## src/rtl/vx_stream_wrr_scheduler.sv

```systemverilog
// Packet-aware weighted round-robin stream scheduler.
// Grants are held per packet and renewed for up to weight[i] packets.
module vx_stream_wrr_scheduler #(
  parameter  int NUM_REQS     = 4,
  parameter  int DATAW        = 32,
  parameter  int WEIGHTW      = 4,
  localparam int LOG_NUM_REQS = $clog2(NUM_REQS)
) (
  input  logic                        clk,
  input  logic                        reset,
  input  logic [NUM_REQS*WEIGHTW-1:0] weights,
  input  logic [NUM_REQS-1:0]         valid_in,
  input  logic [NUM_REQS*DATAW-1:0]   data_in,
  input  logic [NUM_REQS-1:0]         last_in,
  output logic [NUM_REQS-1:0]         ready_in,
  output logic                        valid_out,
  output logic [DATAW-1:0]            data_out,
  output logic                        last_out,
  output logic [LOG_NUM_REQS-1:0]     index_out,
  input  logic                        ready_out,
  output logic                        busy
);

  typedef logic [LOG_NUM_REQS-1:0] idx_t;
  typedef logic [WEIGHTW-1:0]      cred_t;
  typedef enum logic {S_IDLE, S_OWNED} state_t;

  function automatic idx_t inc_idx(idx_t x);
    if (x == idx_t'(NUM_REQS - 1)) return '0;
    return x + 1'b1;
  endfunction

  state_t state_q, state_d;
  idx_t   owner_q, owner_d;
  idx_t   ptr_q,   ptr_d;
  cred_t  credit_q, credit_d;
  logic   mid_q,   mid_d;

  logic             vout_q;
  logic [DATAW-1:0] dout_q;
  logic             lout_q;
  idx_t             iout_q;

  cred_t            w_a [NUM_REQS];
  logic [DATAW-1:0] d_a [NUM_REQS];

  logic  acc, hold, arb_vld, sel_vld, xfer;
  idx_t  base, cand, arb_sel, sel;
  cred_t cred_base, cred_dec;

  always_comb begin
    for (int i = 0; i < NUM_REQS; i++) begin
      w_a[i] = weights[i*WEIGHTW +: WEIGHTW];
      d_a[i] = data_in[i*DATAW +: DATAW];
    end
  end

  // Owner keeps the grant mid-packet, or at a boundary while still valid.
  always_comb begin
    acc  = !vout_q | ready_out;
    hold = (state_q == S_OWNED) && (mid_q || valid_in[owner_q]);
    base = (state_q == S_OWNED) ? inc_idx(owner_q) : ptr_q;

    arb_vld = 1'b0;
    arb_sel = base;
    cand    = base;
    for (int k = 0; k < NUM_REQS; k++) begin
      if (!arb_vld && valid_in[cand] && w_a[cand] != '0) begin
        arb_vld = 1'b1;
        arb_sel = cand;
      end
      cand = inc_idx(cand);
    end

    sel     = hold ? owner_q : arb_sel;
    sel_vld = hold ? valid_in[owner_q] : arb_vld;
    xfer    = acc & sel_vld;

    ready_in      = '0;
    ready_in[sel] = xfer;

    cred_base = hold ? credit_q : w_a[sel];
    cred_dec  = cred_base - 1'b1;
  end

  always_comb begin
    state_d  = state_q;
    owner_d  = owner_q;
    ptr_d    = ptr_q;
    credit_d = credit_q;
    mid_d    = mid_q;
    if (acc) begin
      if (!hold && state_q == S_OWNED) begin
        state_d = S_IDLE;
        ptr_d   = inc_idx(owner_q);
      end
      if (xfer) begin
        owner_d = sel;
        if (last_in[sel]) begin
          mid_d = 1'b0;
          if (cred_dec == '0) begin
            state_d  = S_IDLE;
            ptr_d    = inc_idx(sel);
            credit_d = '0;
          end else begin
            state_d  = S_OWNED;
            credit_d = cred_dec;
          end
        end else begin
          mid_d    = 1'b1;
          state_d  = S_OWNED;
          credit_d = cred_base;
        end
      end
    end
  end

  always_ff @(posedge clk or negedge reset) begin
    if (!reset) begin
      state_q  <= S_IDLE;
      owner_q  <= '0;
      ptr_q    <= '0;
      credit_q <= '0;
      mid_q    <= 1'b0;
      vout_q   <= 1'b0;
      dout_q   <= '0;
      lout_q   <= 1'b0;
      iout_q   <= '0;
    end else begin
      state_q  <= state_d;
      owner_q  <= owner_d;
      ptr_q    <= ptr_d;
      credit_q <= credit_d;
      mid_q    <= mid_d;
      if (acc) begin
        vout_q <= xfer;
        if (xfer) begin
          dout_q <= d_a[sel];
          lout_q <= last_in[sel];
          iout_q <= sel;
        end
      end
    end
  end

  assign valid_out = vout_q;
  assign data_out  = dout_q;
  assign last_out  = lout_q;
  assign index_out = iout_q;
  assign busy      = (state_q == S_OWNED);

endmodule

```

## config.mk

```make
export PLATFORM = sky130hd
export DESIGN_NAME = vx_stream_wrr_scheduler
export DESIGN_NICKNAME = d
export VERILOG_FILES = /design/src/rtl/vx_stream_wrr_scheduler.sv
export SDC_FILE = /design/constraint.sdc
export NUM_CORES = 1
export LEC_CHECK = 0
export BUFFER_PORTS_ARGS = -buffer_cell sky130_fd_sc_hd__buf_2
export CORE_MARGIN = 10
export CORE_UTILIZATION = 35
export DETAILED_ROUTE_END_ITERATION = 7
export GPL_ROUTABILITY_DRIVEN = 0
export GPL_TIMING_DRIVEN = 0
export PLACE_DENSITY = 0.66
export SYNTH_ARGS = -nofsm -noshare
export SYNTH_HDL_FRONTEND = slang
export SYNTH_SLANG_ARGS = --single-unit
export TNS_END_PERCENT = 20
```

## constraint.sdc

```tcl
create_clock -name clk -period 4.4 [get_ports clk]
set_clock_uncertainty 0.05 [all_clocks]
set_input_delay 0.88 -clock clk [delete_from_list [all_inputs] [get_ports clk]]
set_output_delay 0.88 -clock clk [all_outputs]
set_load 0.05 [all_outputs]
```

==> metrics.sh, run 1 <==
IRDROPWORSTVDD_uV=422
WORST_HOLD_PATH_TYPE='flop to flop'
SLEW_HEADROOM=0.335
DR_TOTAL_VIAS=4332
CLOCK_INSERTION_DELAY_WORST_SKEW_NS=0.29
SETUP_TNS_NS=0
FINALHOLDVIOLCOUNT=0
GRT_ANTENNA_BEFORE_REPAIR=1
TMIN_FINAL_NS=4.27
POST_SYNTH_INST_COUNT=504
GRT.TOTAL_USAGE=0.187
DRIVE_ABOVE_1_SHARE=0.348
START_UTIL=0.360
ROUTE.DETAILED.DRC=0
DIODES=0
CHIPWIDTH_UM=120
WORST_EP_REQUIRED_TIME_NS=3.47
PATH_DELAY_FAMILY='buffers and inverters'
ANTENNA_LEFT=0
SYNTH_AREA_LEADERS='sky130_fd_sc_hd__dfrtp_1 31%, sky130_fd_sc_hd__nand2_1 22%, sky130_fd_sc_hd__o21ai_0 11%, sky130_fd_sc_hd__nand3_1 5.1%, sky130_fd_sc_hd__clkbuf_1 2.8%'
PATH_CLK_SLEW_NS=0.08
NUM-FILL-CELLS=1030
HPWL_UM=11600
CTS-HOLD-FIX-BUFFERS=0
FRACTION_OF_REGISTERS_WITH_ASYNC_SET_OR_RESET_AFTER_SYNTHESIS=1.00
WHS_NS=0.428
FIRST_GLOBAL_VIAS=4581
FMAX_ACHIEVED_MHz=234
DRT-TOTAL-WL_UM=14000
WORSTPATHARRIVAL_NS=3.34
IO-PIN-COUNT=196
SYNTH_REGISTER_BITS=44
GRT_MAX_DEGREE=45
ROUTE.DETAILED.VIAS_PER_INST=5.10
NETS=877
WORST_SLEW_PIN_SLEW_NS=0.998
CORE_AREA_UM2=9770
DIE_H_UM=120
POWER.DENSITY_CELL_AREA_nW_PER_UM2=953
PATH_MAX_FANOUT=11
OUTCOME='finished clean'
AVGROUTEDWIREPERCELL_UM=16.5
NET_COUNT_AFTER_SYNTHESIS=666
WORSTSETUPPATHTYPE='input pin to primary output'
TIMING_MAX_TRANSITION_VIOLATIONS_FINAL=0
FINISH_STAGE_SETUP_VIOLS=0
SYNTH_COMMONEST_CELLS='211 x sky130_fd_sc_hd__nand2_1, 74 x sky130_fd_sc_hd__o21ai_0, 44 x sky130_fd_sc_hd__dfrtp_1'
GLOBAL_ROUTE.OVERFLOW_TOTAL=0
DR.FIRST_ITER.DRC_COUNT=188
DRT_PASS1_ITERATIONS=5
AREA_ENCLOSED_BY_THE_DIE_BOUNDARY_UM2=14500
CORE.ROWCOUNT=36
GLOBAL_ROUTE_WIRE_LENGTH_BEFORE_REPAIR_UM=22500
DRV.MAX_CAP_VIOLATION_COUNT=0
SEQ_AREA_FRAC_SYNTH=0.313
SYNTH.LIB_CELLS_USED.DISTINCT=64
CTS_BUFFERS=5
WORST_PATH_MAX_DELAY_CELL='sky130_fd_sc_hd__o41a_1'
TOTAL_OF_WARNINGS_RAISED_BY_YOSYS=0
POST-SYNTH-TOP-COUNT-CELL='sky130_fd_sc_hd__nand2_1'
CTS-ROOT-BUF='sky130_fd_sc_hd__clkbuf_8'
SYNTHDOMINANTAREACELLTYPE='sky130_fd_sc_hd__dfrtp_1'
CRITPATHCAPTURETYPE='primary output'
STATIC-LEAKAGE-POWER_nW=2.54
CTS_SINKS=44
CP.BUFFERS_INVERTERS=5
NUMBER_OF_ENABLE_FLIP_FLOP_CELLS_AFTER_SYNTHESIS=0
AREA_GROWTH_SYN_TO_LAYOUT_PCT=38.8
TRITONCTS='done'
POSTSYNTH.TOPFLOPCELL='sky130_fd_sc_hd__dfrtp_1'
CTS_BUFFER_DEPTH=2
SYNTH_TOP_AREA_SHARE=0.313
PERIOD_SHARE=0.969
WORSTSETUPSTARTPOINTTYPE='input pin'
PORT_BUFFERS=195
SYN_AREA_PER_CELL_UM2=6.99
MAPPEDNETLISTAREA_UM2=3520
CRITICAL-PATH-MAX-STAGE-DELAY_NS=0.51
H-TREE-DEPTH=2
TIMING.CRITICAL_PATH.CELLS='buf_2 > o41a_1 > nor3_4 > o32ai_4 > nand2_2 > nand2_2 > inv_2 > clkbuf_4 > clkbuf_4 > ha_1 > and2_1 > buf_2'
==> where the power goes <==
group          switching, mW  leakage (nW)  total, mW  internal (mW)
Clock                  0.142        0.0434      0.269          0.127
Combinational           2.48          1.97       3.65           1.16
Sequential             0.124         0.528      0.745          0.621
Total                   2.75          2.54       4.66           1.91
==> metrics by stage <==
step	power, mW	worst slack, ns	utilization	std cells	area [µm²]
global placement	4.24	-0.649	0.477	832	4670
CTS	4.58	-0.0834	0.489	840	4780
finish	4.66	0.134	0.500	849	4890
floorplan	3.33	0.0942	-	504	3520
detailed placement	4.29	-0.653	0.477	832	4670
global route	5.13	-0.0242	0.500	849	4890
==> metal layers <==
layer | track usage | routed length [µm] | vias up
li1 | - | - | 2146
met3 | 0.0684 | 1300 | 21
met5 | 0 | 7 | -
met2 | 0.326 | 6790 | 197
met1 | 0.209 | 5610 | 1966
met4 | 0.0543 | 283 | 2
==> flip-flops by register name, summed over array words and instances, names as in the netlist <==
register,count
data_out,32
credit_q,4
index_out,2
ptr_q,2
busy,1
last_out,1
mid_q,1
valid_out,1
==> area by class of cell <==
type,count,area [µm²],area share
plain buffers,33,154,0.0315
clock buffers,6,82.6,0.0169
clock inverters,2,15.0,0.00307
inverters,5,22.5,0.00460
multi-input cells,421,2300,0.469
flip-flops and latches,44,1100,0.225
well taps,133,166,0.0340
repair buffers,205,1050,0.215
==> worst paths after layout <==
| check | from | end | slack, ns | depth (start not counted) |
|---|---|---|---|---|
| worst max-delay path | weights[13] | ready_in[0] | 0.13 | 12 |
| max in group asynchronous | reset | data_out[1] | 2.98 | 1 |
| min in group asynchronous | reset | data_out[7] | 0.69 | 1 |
| worst min register to register | data_out[27] | data_out[27] | 0.43 | 2 |
| worst min-delay path | data_out[27] | data_out[27] | 0.43 | 2 |
| worst max register to register | index_out[1] | ptr_q[0] | 0.24 | 15 |
==> cell usage in the layout, fill, tap and decap left out, drive strengths merged, types with 7 or more instances in the layout <==
cell type	Yosys	layout
ha	7	7
o21ai	74	74
and2	9	9
buf	8	212
nand3	37	37
nand2	213	213
nor2	8	8
clkbuf	26	32
dfrtp	44	44
mux2i	7	7
==> tightest hold or removal path: cells and delay by family, from the launching register on <==
family	cells	cell delay [ns]
DFF	1	0.35
AOI/OAI and AO/OA	1	0.05
and+or+nand+nor	1	0.04
==> what timing repair did <==
item                                    in CTS  in global routing
pin swaps                                    1                  3
gates resized for setup                      6                 14
setup buffers                                1                  9
endpoints found under the setup margin       5                  8
==> cell families after synthesis <==
kind of cell	count (synthesis)	synth area share
adder cells (fa/ha/maj)	7	0.0249
AO/OA/AOI/OAI	114	0.227
flip-flops	44	0.313
buffers and inverters	39	0.0455
AND/OR/NAND/NOR	289	0.355
XOR/XNOR	2	0.00497
multiplexers	9	0.0298
No activity file was read; power rests on OpenSTA's default activity.
==> run 2: changes to the inputs <==
==> constraint.sdc (replaced) <==
create_clock -name clk -period 4.4 [get_ports clk]
set_clock_uncertainty 0.05 [all_clocks]
set_input_delay 0.88 -clock clk [delete_from_list [all_inputs] [get_ports clk]]
set_output_delay 0.88 -clock clk [all_outputs]
set_load 0.02 [all_outputs]
==> run 2 against run 1 <==
  * Critical path type unchanged
  * Highest routed layer unchanged
  * Largest power group unchanged
  * Final cell count down 0.12%
  * Sequential power about the same
  * Worst hold slack unchanged
==> metrics.sh, run 2 (synthesis results as in run 1) <==
MOST-COMMON-LAYOUT-CELLS='211 x sky130_fd_sc_hd__nand2_1, 197 x sky130_fd_sc_hd__buf_2, 73 x sky130_fd_sc_hd__o21ai_0'
PORT_BUFFERS=195
TIMING_MAX_TRANSITION_VIOLATIONS_FINAL=0
DRV.MAX_CAP_VIOLATION_COUNT=0
HPWL_UM=11600
CTS_BUFFERS=5
OUTCOME='finished clean'
ANTENNA_LEFT=0
PATH_MAX_FANOUT=11
H-TREE-DEPTH=2
DRT-TOTAL-WL_UM=13900
IO-PIN-COUNT=196
FINISH_STAGE_SETUP_VIOLS=0
AREA_ENCLOSED_BY_THE_DIE_BOUNDARY_UM2=14500
CHIPWIDTH_UM=120
ROUTE.DETAILED.VIAS_PER_INST=5.09
TMIN_FINAL_NS=4.25
FMAX_ACHIEVED_MHz=235
WORSTSETUPSTARTPOINTTYPE='input pin'
CRITPATHCAPTURETYPE='primary output'
CLOCK_INSERTION_DELAY_WORST_SKEW_NS=0.29
WORST_HOLD_PATH_TYPE='flop to flop'
NETS=876
CORE.ROWCOUNT=36
SETUP_TNS_NS=0
GRT.TOTAL_USAGE=0.187
MIN-DELAY-START='data_out[27]'
FINAL_COMMON_CELL='sky130_fd_sc_hd__nand2_1'
FINALHOLDVIOLCOUNT=0
TRITONCTS='done'
LOGIC_DEPTH_OF_THE_WORST_REGISTER_TO_REGISTER_PATH=15
CTS-HOLD-FIX-BUFFERS=0
NUM-FILL-CELLS=1033
AVGROUTEDWIREPERCELL_UM=16.4
DR.FIRST_ITER.DRC_COUNT=267
WORST_HOLD_PATH.NUM_CELLS=2
AREA_GROWTH_SYN_TO_LAYOUT_PCT=38.3
DIE_H_UM=120
DETAILED_PLACE.AREA_UM2=4670
ROUTE.DETAILED.DRC=0
NUMPLACEDINSTANCES=832
DIODES=0
WORSTPATHARRIVAL_NS=3.32
CORE_AREA_UM2=9770
GRT_MAX_DEGREE=45
CTS_SINKS=44
GLOBAL_ROUTE.OVERFLOW_TOTAL=0
SLEW_HEADROOM=0.335
WORSTSETUPPATHTYPE='input pin to primary output'
STATIC-LEAKAGE-POWER_nW=2.53
WORSTSETUPSTARTPOINT='weights[13]'
GRT_SETUP_UNREPAIRED='yes'
WORST_SLEW_PIN_SLEW_NS=0.998
WORSTREG2REGSTART='index_out[1]'
IRDROPWORSTVDD_uV=385
UTILIZATION=0.499
POWER.DENSITY_CELL_AREA_nW_PER_UM2=866
GLOBAL_ROUTE_WIRE_LENGTH_BEFORE_REPAIR_UM=22500
DRT_PASS1_ITERATIONS=5
CTS_BUFFER_DEPTH=2
PERIOD_SHARE=0.965
LARGEST_REG_FLOPS=32
START_UTIL=0.360
FIRST_GLOBAL_VIAS=4581
FINALPOWER_mW=4.22
PATH_CLK_SLEW_NS=0.08
DRIVE_ABOVE_1_SHARE=0.348
DR_TOTAL_VIAS=4319
WORST_EP_REQUIRED_TIME_NS=3.47
POST_LAYOUT_NONFILLER_INSTANCES=848
STDCELL_AREA_UM2=4870
CTS-ROOT-BUF='sky130_fd_sc_hd__clkbuf_8'
GRT_ANTENNA_BEFORE_REPAIR=1
[run 2: layer usage]
layer,up-vias,routed length [µm],track usage
met3,21,1250,0.0684
met4,2,283,0.0543
li1,2140,-,-
met5,-,7,0
met1,1975,5670,0.209
met2,181,6740,0.326
[run 2: path summary, 6_finish.rpt]
check,end,slack [ns]
max,ready_in[1],0.15
min,data_out[27],0.43
max reg2reg,ptr_q[0],0.36
min reg2reg,data_out[27],0.43
max in group asynchronous,data_out[1],2.98
min in group asynchronous,data_out[7],0.69
[run 2: layout make-up]
type | count | area (µm²) | area share
tap | 133 | 166 | 0.0341
inverter | 5 | 22.5 | 0.00462
multi-input combinational | 421 | 2290 | 0.471
clock buffer | 6 | 82.6 | 0.0169
timing repair buffer | 204 | 1040 | 0.214
buffer | 33 | 149 | 0.0306
clock inverter | 2 | 15.0 | 0.00308
sequential | 44 | 1100 | 0.226
[run 2: report_power, final]
group | internal, mW | switching (mW)
clock | 0.127 | 0.142
sequential | 0.621 | 0.124
combinational | 1.15 | 2.05
total | 1.90 | 2.32
[run 2: stage by stage]
step,hold WS (ns),worst slack [ns]
2_1_floorplan,0.401,0.223
3_3_place_gp,0.407,-0.550
3_5_place_dp,0.415,-0.554
4_1_cts,0.436,0.0159
5_1_grt,0.458,-0.0360
6_report,0.428,0.152
[run 2: repair_timing]
| item | 4_1_cts | 5_1_grt |
|---|---|---|
| setup buffers | 1 | 8 |
| hold endpoints to repair | 0 | 0 |
| pin swaps | 1 | 2 |
| resized for setup | 6 | 9 |
| setup endpoints to repair | 5 | 8 |
[run 2: critical path, cell delays in order]
cell	delay (ns)
sky130_fd_sc_hd__buf_2	0.12
sky130_fd_sc_hd__o41a_1	0.48
sky130_fd_sc_hd__nor3_2	0.33
sky130_fd_sc_hd__o32ai_4	0.15
sky130_fd_sc_hd__nand2_2	0.12
sky130_fd_sc_hd__nand2_2	0.13
sky130_fd_sc_hd__inv_2	0.14
sky130_fd_sc_hd__clkbuf_2	0.26
sky130_fd_sc_hd__clkbuf_4	0.27
sky130_fd_sc_hd__ha_1	0.15
sky130_fd_sc_hd__and2_1	0.11
sky130_fd_sc_hd__buf_2	0.16
==> run 3: changes to the inputs <==
==> constraint.sdc (replaced) <==
create_clock -name clk -period 4.3 [get_ports clk]
set_clock_uncertainty 0.05 [all_clocks]
set_input_delay 0.86 -clock clk [delete_from_list [all_inputs] [get_ports clk]]
set_output_delay 0.86 -clock clk [all_outputs]
set_load 0.02 [all_outputs]
==> run 3 against run 2 <==
  * Critical path depth decreased by 1
  * Critical endpoint is now ready_in[0]
  * Total power grew 2.4%
  * Wire length increased by 0.55%
  * Setup slack got worse by 0.016 ns
  * Register-to-register slack got worse by 0.13 ns
==> metrics.sh, run 3 (synthesis results as in run 1) <==
WORSTSETUPSTARTPOINTTYPE='input pin'
WORSTSETUPPATHTYPE='input pin to primary output'
DIODES=0
IRDROPWORSTVDD_uV=394
POWER.DENSITY_CELL_AREA_nW_PER_UM2=885
CTS_BUFFERS=5
FINISH_STAGE_SETUP_VIOLS=0
CRITPATHCAPTURETYPE='primary output'
CORE.ROWCOUNT=36
AREA_ENCLOSED_BY_THE_DIE_BOUNDARY_UM2=14500
FINALPOWER_mW=4.32
NETS=876
DR.FIRST_ITER.DRC_COUNT=205
PATH_CLK_SLEW_NS=0.08
FIRST_GLOBAL_VIAS=4579
PERIOD_SHARE=0.968
DETAILED_PLACE.AREA_UM2=4670
WHS_NS=0.428
SLEW_HEADROOM=0.332
R2R_SETUP_SLACK_NS=0.23
START_UTIL=0.360
MOST-COMMON-LAYOUT-CELLS='211 x sky130_fd_sc_hd__nand2_1, 198 x sky130_fd_sc_hd__buf_2, 73 x sky130_fd_sc_hd__o21ai_0'
GLOBAL_ROUTE_WIRE_LENGTH_BEFORE_REPAIR_UM=22500
SETUP_TNS_NS=0
GRT_MAX_DEGREE=45
MIN-DELAY-START='data_out[27]'
ANTENNA_LEFT=0
TIMING_MAX_TRANSITION_VIOLATIONS_FINAL=0
STATIC-LEAKAGE-POWER_nW=2.54
DRV.MAX_CAP_VIOLATION_COUNT=0
TMIN_FINAL_NS=4.16
CLOCK_INSERTION_DELAY_WORST_SKEW_NS=0.29
WORST_EP_REQUIRED_TIME_NS=3.39
H-TREE-DEPTH=2
DIE_H_UM=120
DRIVE_ABOVE_1_SHARE=0.348
FINALHOLDVIOLCOUNT=0
OUTCOME='finished clean'
AREA_GROWTH_SYN_TO_LAYOUT_PCT=38.6
FINAL_COMMON_CELL='sky130_fd_sc_hd__nand2_1'
GLOBAL_ROUTE.OVERFLOW_TOTAL=0
CTS_SINKS=44
LARGEST_REG_FLOPS=32
ROUTE.DETAILED.VIAS_PER_INST=5.10
STDCELL_AREA_UM2=4880
DRT-TOTAL-WL_UM=14000
GRT_ANTENNA_BEFORE_REPAIR=1
FMAX_ACHIEVED_MHz=240
WORSTREG2REGSTART='index_out[1]'
ROUTE.DETAILED.DRC=0
TRITONCTS='done'
DR_TOTAL_VIAS=4325
UTILIZATION=0.499
WORST_SLEW_PIN_SLEW_NS=1.00
PORT_BUFFERS=195
HPWL_UM=11600
CTS-ROOT-BUF='sky130_fd_sc_hd__clkbuf_8'
DRT_PASS1_ITERATIONS=5
IO-PIN-COUNT=196
CHIPWIDTH_UM=120
AVGROUTEDWIREPERCELL_UM=16.5
PATH_MAX_FANOUT=11
WORST_HOLD_PATH_TYPE='flop to flop'
CTS_BUFFER_DEPTH=2
CORE_AREA_UM2=9770
GRT.TOTAL_USAGE=0.187
WORSTSETUPSTARTPOINT='weights[0]'
WORSTPATHARRIVAL_NS=3.25
run 3: changes by cell type in the layout (fill, tap and decap cells not counted), sizes merged:
cell	delta
buf	+1
clkbuf	-1
run 3: layer usage:
metal,global-route usage,share of wire
met2,0.326,0.49
met3,0.0684,0.087
met4,0.0543,0.021
met1,0.210,0.40
met5,0,0.00050
run 3: worst paths after layout:
path | end | depth (start not counted)
min | data_out[27] | 2
max reg2reg | ptr_q[0] | 15
min reg2reg | data_out[27] | 2
min in group asynchronous | data_out[7] | 1
max | ready_in[0] | 11
max in group asynchronous | data_out[1] | 1
run 3: worst max-delay path, stage by stage:
cell and delay, ns:
sky130_fd_sc_hd__buf_2 0.12, sky130_fd_sc_hd__o41ai_4 0.33, sky130_fd_sc_hd__buf_4 0.20, sky130_fd_sc_hd__o32ai_1 0.11, sky130_fd_sc_hd__a32oi_2 0.36, sky130_fd_sc_hd__a31o_4 0.30, sky130_fd_sc_hd__clkinvlp_4 0.22, sky130_fd_sc_hd__buf_2 0.26
sky130_fd_sc_hd__ha_1 0.21, sky130_fd_sc_hd__and2_1 0.13, sky130_fd_sc_hd__buf_2 0.15
run 3: what timing repair did:
item	CTS	global route
setup endpoints to repair	8	8
pin swaps	1	3
buffers inserted	1	8
gates resized for setup	8	10
hold buffers	0	0
run 3: layout make-up:
cell class / instances / area [µm²]
Fill cell: 1021 / 4890
Multi-Input combinational cell: 421 / 2300
Sequential cell: 44 / 1100
Timing Repair Buffer: 204 / 1040
Tap cell: 133 / 166
Buffer: 33 / 151
Clock buffer: 6 / 82.6
Inverter: 5 / 22.5
Clock inverter: 2 / 15.0
run 3: per-stage QoR:
step	worst slack (ns)	cells
3_5_place_dp	-0.614	832
3_3_place_gp	-0.610	832
4_1_cts	-0.0440	840
5_1_grt	-0.00172	848
2_1_floorplan	0.143	504
6_report	0.136	848
run 3: power breakdown:
part	leakage (nW)	internal [mW]	switching, mW	total [mW]
Combinational	1.97	1.18	2.10	3.28
Sequential	0.528	0.635	0.126	0.762
Clock	0.0434	0.130	0.146	0.276
Total	2.54	1.94	2.38	4.32
